### src/rtl/fu_program_loader.sv
// Program loader for the functional unit: packs 48-bit lines into a shadow buffer,
// publishes the finished image on a double-buffered bus and pulses FU_RESET.
module fu_program_loader #(
    parameter int unsigned RESET_CYCLES = 1
) (
    input  logic          CLK,
    input  logic          RESET,
    input  logic          LINE_VALID,
    input  logic [47:0]   LINE_DATA,
    input  logic          LINE_LAST,
    output logic          LINE_READY,
    output logic [767:0]  PROGRAM_LINES,
    output logic [4:0]    PROGRAM_LINES_COUNT,
    output logic          FU_RESET,
    output logic          BUSY
);

    localparam logic [3:0] LAUNCH_INIT = 4'(RESET_CYCLES - 1);

    typedef enum logic [1:0] {
        ST_IDLE   = 2'd0,
        ST_FILL   = 2'd1,
        ST_LAUNCH = 2'd2
    } state_e;

    state_e         state_q, state_d;
    logic [3:0]     wp_q, wp_d;
    logic [3:0]     cnt_q, cnt_d;
    logic [767:0]   shadow_q, shadow_d;
    logic [767:0]   prog_q, prog_d;
    logic [4:0]     count_q, count_d;
    logic           ready_q, ready_d;
    logic           fu_reset_q, fu_reset_d;
    logic           busy_q, busy_d;
    logic           accept_s;
    logic           complete_s;
    logic [767:0]   line_img_s;

    // Next-state, buffer and published-image logic
    always_comb begin
        state_d    = state_q;
        wp_d       = wp_q;
        cnt_d      = cnt_q;
        shadow_d   = shadow_q;
        prog_d     = prog_q;
        count_d    = count_q;
        accept_s   = LINE_VALID && ready_q;
        complete_s = accept_s && (LINE_LAST || (wp_q == 4'd15));
        line_img_s = shadow_q;
        line_img_s[10'(wp_q) * 10'd48 +: 48] = LINE_DATA;

        case (state_q)
            ST_IDLE, ST_FILL: begin
                if (complete_s) begin
                    // The shadow keeps its contents until the launch ends, then is cleared
                    prog_d  = line_img_s;
                    count_d = 5'(wp_q) + 5'd1;
                    cnt_d   = LAUNCH_INIT;
                    state_d = ST_LAUNCH;
                end else if (accept_s) begin
                    shadow_d = line_img_s;
                    wp_d     = wp_q + 4'd1;
                    state_d  = ST_FILL;
                end else begin
                    state_d = state_q;
                end
            end
            ST_LAUNCH: begin
                if (cnt_q == 4'd0) begin
                    state_d  = ST_IDLE;
                    shadow_d = 768'd0;
                    wp_d     = 4'd0;
                end else begin
                    cnt_d = cnt_q - 4'd1;
                end
            end
            default: begin
                state_d  = ST_IDLE;
                shadow_d = 768'd0;
                wp_d     = 4'd0;
                cnt_d    = 4'd0;
            end
        endcase

        // Handshake and status outputs are registered copies of the next state
        ready_d    = (state_d != ST_LAUNCH);
        fu_reset_d = (state_d == ST_LAUNCH);
        busy_d     = (state_d != ST_IDLE);
    end

    // State and output registers with synchronous reset
    always_ff @(posedge CLK) begin
        if (RESET) begin
            state_q    <= ST_IDLE;
            wp_q       <= 4'd0;
            cnt_q      <= 4'd0;
            shadow_q   <= 768'd0;
            prog_q     <= 768'd0;
            count_q    <= 5'd0;
            ready_q    <= 1'b1;
            fu_reset_q <= 1'b0;
            busy_q     <= 1'b0;
        end else begin
            state_q    <= state_d;
            wp_q       <= wp_d;
            cnt_q      <= cnt_d;
            shadow_q   <= shadow_d;
            prog_q     <= prog_d;
            count_q    <= count_d;
            ready_q    <= ready_d;
            fu_reset_q <= fu_reset_d;
            busy_q     <= busy_d;
        end
    end

    assign LINE_READY          = ready_q;
    assign PROGRAM_LINES       = prog_q;
    assign PROGRAM_LINES_COUNT = count_q;
    assign FU_RESET            = fu_reset_q;
    assign BUSY                = busy_q;

endmodule

### config.mk
export PLATFORM = sky130hd
export DESIGN_NAME = fu_program_loader
export DESIGN_NICKNAME = d
export VERILOG_FILES = /design/src/rtl/fu_program_loader.sv
export SDC_FILE = /design/constraint.sdc
export NUM_CORES = 2
export LEC_CHECK = 0
export BUFFER_PORTS_ARGS = -buffer_cell sky130_fd_sc_hd__buf_2
export CELL_PAD_IN_SITES_DETAIL_PLACEMENT = 0
export CELL_PAD_IN_SITES_GLOBAL_PLACEMENT = 1
export CORE_MARGIN = 2
export CORE_UTILIZATION = 47
export CTS_CLUSTER_SIZE = 8
export DETAILED_ROUTE_END_ITERATION = 16
export GPL_ROUTABILITY_DRIVEN = 0
export PLACE_DENSITY_LB_ADDON = 0.1
export REMOVE_ABC_BUFFERS = 1
export SLEW_MARGIN = 20
export SYNTH_ARGS = -nofsm -noshare
export SYNTH_HDL_FRONTEND = slang
export SYNTH_SLANG_ARGS = --single-unit
### constraint.sdc
create_clock -name CLK -period 7.7 [get_ports CLK]
set_clock_uncertainty 0.15 [all_clocks]
set_input_delay 1.54 -clock CLK [delete_from_list [all_inputs] [get_ports CLK]]
set_output_delay 1.54 -clock CLK [all_outputs]
set_load 0.005 [all_outputs]
Word-level counts from Yosys, hierarchy flattened
Index checks and enable logic that the tools add are counted.

cells by class
  $add $sub $neg = 4
  $mul = 1
  eq/ne operators = 10
  shifts and indexed selects = 2
  multiplexer cells = 16
  reductions and logical operators = 10

operator list
  operator                                                 number
  two-way mux 768 bit                                      3
  one-hot mux 768 bit (2 select lines)                     1
  bitwise mux 768 bit                                      1
  variable shift 48 x 12 -> 768 bit, first input constant  1
  indexed part select 48 x 12 -> 768 bit                   1
  two-way mux 4 bit                                        5
  one-hot mux 4 bit (2 select lines)                       2
  inequality test 2 bit, second input constant             6
  negation 10 -> 12 bit                                    1
  multiplier 4 x 2 -> 6 bit, second input constant         1
  two-way mux 2 bit                                        3
  adder 4 x 1 -> 5 bit, second input constant              1
  adder 4 x 1 -> 4 bit, second input constant              1
  == test 2 bit, second input constant                     2
  == test 4 bit, second input constant                     1
  logical NOT 4 bit                                        1
  one-hot mux 2 bit (2 select lines)                       1
  AND reduction 2 bit                                      2
  subtractor 4 x 1 -> 4 bit, second input constant         1
  AND reduction 3 bit                                      1
  == test 2 x 1 -> 1 bit, second input constant            1
  logical AND 1 bit                                        2
  logical NOT 2 bit                                        1
  nonzero test 2 bit                                       1
  2 further kinds                                          2

word-level totals
  register bits = 1554
  input bits = 52

Depth between registers and ports, before layout
  word-level depth = 7
  gate-level depth with buffers = 17
  gate-level depth less buffers = 10

Least setup slack after synthesis
OpenSTA, ideal clock, no wires.

  path type = reg-to-reg
  start = reg wp_q[0]
  end = reg shadow_q[543]
  arrival = 3.974 ns
  required time = 7.429 ns
  path slack = 3.455 ns
  cell stages (with the launch flop) = 16
  path buffers = 6
  path through = dfxtp_1 > clkbuf_1 > clkbuf_1 > inv_2 > clkbuf_1 > ha_1 > or2_2 > buf_1 > a2111oi_0 > a221o_1 > buf_2 > nand2_2 > o31ai_1 > o21ai_1 > buf_2 > o2bb2ai_1

on the way
  cells in the longest elaborated chain, start to end = 7
  elaborated cells on any way between the ends = 13

RTL lines
  what                                                                                         RTL line  RTL
  start, declared                                                                              27        logic [3:0] wp_q, wp_d;
  start signal, assigned                                                                       105       wp_q <= wp_d;
  multiplier 4 x 2 -> 6 bit                                                                    50        line_img_s[10'(wp_q) * 10'd48 +: 48] = LINE_DATA;
  negation 10 -> 12 bit                                                                        50
  indexed part select 48 x 12 -> 768 bit or variable shift 48 x 12 -> 768 bit (tied branches)  50
  bitwise mux 768 bit                                                                          50
  two-way mux 768 bit                                                                          60        end else if (accept_s) begin
  two-way mux 768 bit                                                                          54        if (complete_s) begin
  one-hot mux 768 bit (2 select lines)                                                         52        case (state_q)
  end signal, assigned                                                                         107       shadow_q <= shadow_d;
  end, declared                                                                                29        logic [767:0] shadow_q, shadow_d;

Parallel ways exist; a longest one is shown, timed or not. The select of a mux whose other input is x is not followed.
A chain may end at the register's enable or synchronous reset.

Worst setup path after layout
  start = reg wp_q[0]
  end = reg shadow_q[606]

Same word-level chain as after synthesis.

==> flow_summary.toml <==
[run_status]
status = "finished, final reports clean"

[drt]
wirelength_um = 248000
vias_per_cell = 6.20
dr.pass1.iters = 6
drc_errors = 0
drtAntennaViolNets = 0
drt_iter0_markers = 6448
drt-wirelength-per-cell_um = 26.6
vias = 57700

[job]
drv_cap = 0

[critical_path]
worstSetupPathType = "reg2reg"
arrival_ns = 6.21
r2r-start = "wp_q[0]"
start_kind = "flip-flop"
crit_path_max_fanout = 16
r2r_end = "shadow_q[606]"
required_ns = 8.32
r2r_cells = 9
reg2reg_slack_ns = 2.10
crit_path_end_kind = "flip-flop"

[clock_network]
clockBufferDepth = 3
cts.htree.levels = 4
post_cts_resized = 0
clockRootBuffer = "clkbuf_16"
cts.sinks = 1554
ctsHoldBuffers = 0
cts.clk_slew.worst_paths_ns = 0.05
cts_buffers = 212
clk_latency_ns = 0.84
post_cts.repair.setup_buffers = 0
cts_tree = "yes"

[synthesis]
ys_types = 88
synth-edff-count = 0
ys.flop_type = "dfxtp_1"
synth-seq-cells = 1554
synth_area_leaders = "dfxtp_1, a22o_1, o21ai_0, nand2_1, a21oi_1"
synthArstFlopShare_pct = 0
synthCells = 7020
synth_area_leader_cell = "dfxtp_1"
syn_area_per_cell_um2 = 8.88
synth_area_um2 = 62400
seq_area_frac_synth_pct = 49.9
ys_warn_count = 0
synth_top_area_share_pct = 49.9

[layout]
areaGrowthSynthToFinish_pct = 17.6
fill_cells = 12000
nNetsFinal = 7586
drive_gt1_share_pct = 18.4
regArea_um2 = 31100
multiInputGateArea_um2 = 28800

[min_path]
whs_path_depth = 2
hold_start = "PROGRAM_LINES[510]"
whs_endpoint = "PROGRAM_LINES[510]"
min_path_type = "reg2reg"

[sta]
hold_viol = 0
post-route-period-util_pct = 72.7
fin_crit_ns = 5.60
worstMarginPinSlew_ns = 1.32
holdWs_ns = 0.294
setup_violations = 0
maxSlewHeadroom_pct = 12.3
slew_violations = 0
fmax_ghz = 0.179
fin_tns_setup_ns = 0
rsz0062_at_grt = "no"

[grt]
grt_pass1_wl_um = 357000
grt_pass1_vias = 52900
grt_max_degree = 219
grt_overflow = 0
grtUsageTotal_pct = 34.8
antenna_found_initial = 18

[floorplanning]
die_x_um = 368
io_pins = 828
start_util_pct = 47.4
die_y_um = 368
rows = 133
core_area_um2 = 132000
die-area_um2 = 136000

[pwr]
p_clk_share_pct = 43.7
p_comb_share_pct = 12.5
ir_worst_vdd_mv = 0.227
seq_power_share_pct = 43.7
p_int_mw = 13.6
power_leakage_nw = 27.8
p_per_area_nw_per_um2 = 259
p_switching_mw = 5.36
switching_share_pct = 28.2

[placed_design]
portBuffers = 827
dp_hpwl_um = 165000
[critical path, cell delays in order (launching register included)]
cell,delay (ns)
dfxtp_4,0.43
ha_1,0.37
inv_1,0.10
fa_1,0.55
or3_1,0.47
a2111oi_0,0.70
a221o_1,0.63
nand3_1,0.79
nor2_1,1.10
a22o_1,0.25
[how the worst max path moves through the flow]
stage            start            endpoint  cells past startpoint
2_1_floorplan  wp_q[0]  PROGRAM_LINES[144]                      5
3_3_place_gp   wp_q[0]       shadow_q[596]                     10
3_5_place_dp   wp_q[0]       shadow_q[729]                      9
4_1_cts        wp_q[0]       shadow_q[730]                      9
5_1_grt        wp_q[0]       shadow_q[559]                     12
6_report       wp_q[0]       shadow_q[606]                      9
[per-stage QoR]
step           worst slack [ns]  cells  utilization, %  area, µm²  total power, mW
6_report                   2.10   9303            55.7      73300             19.0
4_1_cts                    2.22   9294            55.7      73300             19.0
3_3_place_gp               2.29   9064            51.4      67600             10.7
5_1_grt                    1.93   9297            55.7      73300             19.5
2_1_floorplan            -42.60   6325               -      59600             9.65
3_5_place_dp               2.24   9066            51.4      67700             10.8
[logic make-up (layout without fill, tap and decap cells)]
family          after synthesis  after routing  synth area share, %
compound gates             2552           2552                 27.9
xor+xnor                     18             18                0.309
fa+ha+maj                     9              9                0.193
buf+inv                     759           1278                 4.86
flops                      1554           1554                 49.9
mux                         246            246                 3.98
other cells                   0              9                    0
simple gates               1882           1882                 12.9
[power groups by stage]
stage                     Combinational [mW]  Sequential, mW  Clock, mW
final                                   2.38            8.30       8.30
after global routing                    2.50            8.30       8.71
after CTS                               2.31            8.30       8.38
after detailed placement                2.31            8.46          0
after global placement                  2.29            8.46          0
after floorplan                         1.20            8.45          0
[cell usage after synthesis (all sizes together), types with 7 or more instances]
cell     number
a221oi       19
a21o         30
clkbuf      576
nor4         12
nand2b        7
and3         35
a22o        390
o211ai      169
a22oi       179
a211oi       81
o21ai       657
a21boi       18
dfxtp      1554
or2          26
a21oi       534
nor2b         8
a41oi        30
o22a         17
inv          63
and2         26
o311ai       18
o31ai        18
a2bb2oi      17
nand2       774
mux2         16
nor3        122
nor2        578
o211a        17
o22ai        34
o2bb2ai     166
a31oi        24
a221o        65
ha            8
buf         119
xnor2        13
nand3       267
or3          10
mux2i       230
a32o         28
[layout make-up]
cell class	instances	share of cell area, %
antenna	9	0.0307
clock buffer	216	7.32
clock inverter	12	0.300
inverter	64	0.338
multi-input combinational	4707	39.2
sequential	1554	42.4
tap	1755	2.99
timing repair buffer	986	7.37
[state kept, by name (all words and copies together), names as in the netlist]
register             cells
BUSY                     1
FU_RESET                 1
LINE_READY               1
PROGRAM_LINES          768
PROGRAM_LINES_COUNT      5
cnt_q                    4
shadow_q               768
state_q                  2
wp_q                     4
[routing by layer]
metal / track usage (%) / wire (µm) / vias to the layer above
li1: - / - / 26500
met1: 46.4 / 103000 / 27800
met2: 52.1 / 108000 / 2892
met3: 9.29 / 24300 / 516
met4: 17.0 / 12600 / 10
met5: 0 / 52 / -
[cells in the final DEF (no fill, tap or decap), drive strengths merged, types with 122 or more instances in the layout]
cell,synthesis,final
dfxtp,1554,1554
buf,119,986
nand2,774,774
o21ai,657,657
nor2,578,578
a21oi,534,534
a22o,390,390
nand3,267,267
mux2i,230,230
clkbuf,576,216
a22oi,179,179
o211ai,169,169
o2bb2ai,166,166
nor3,122,122
Note: power is estimated with default switching activity, not from simulation.
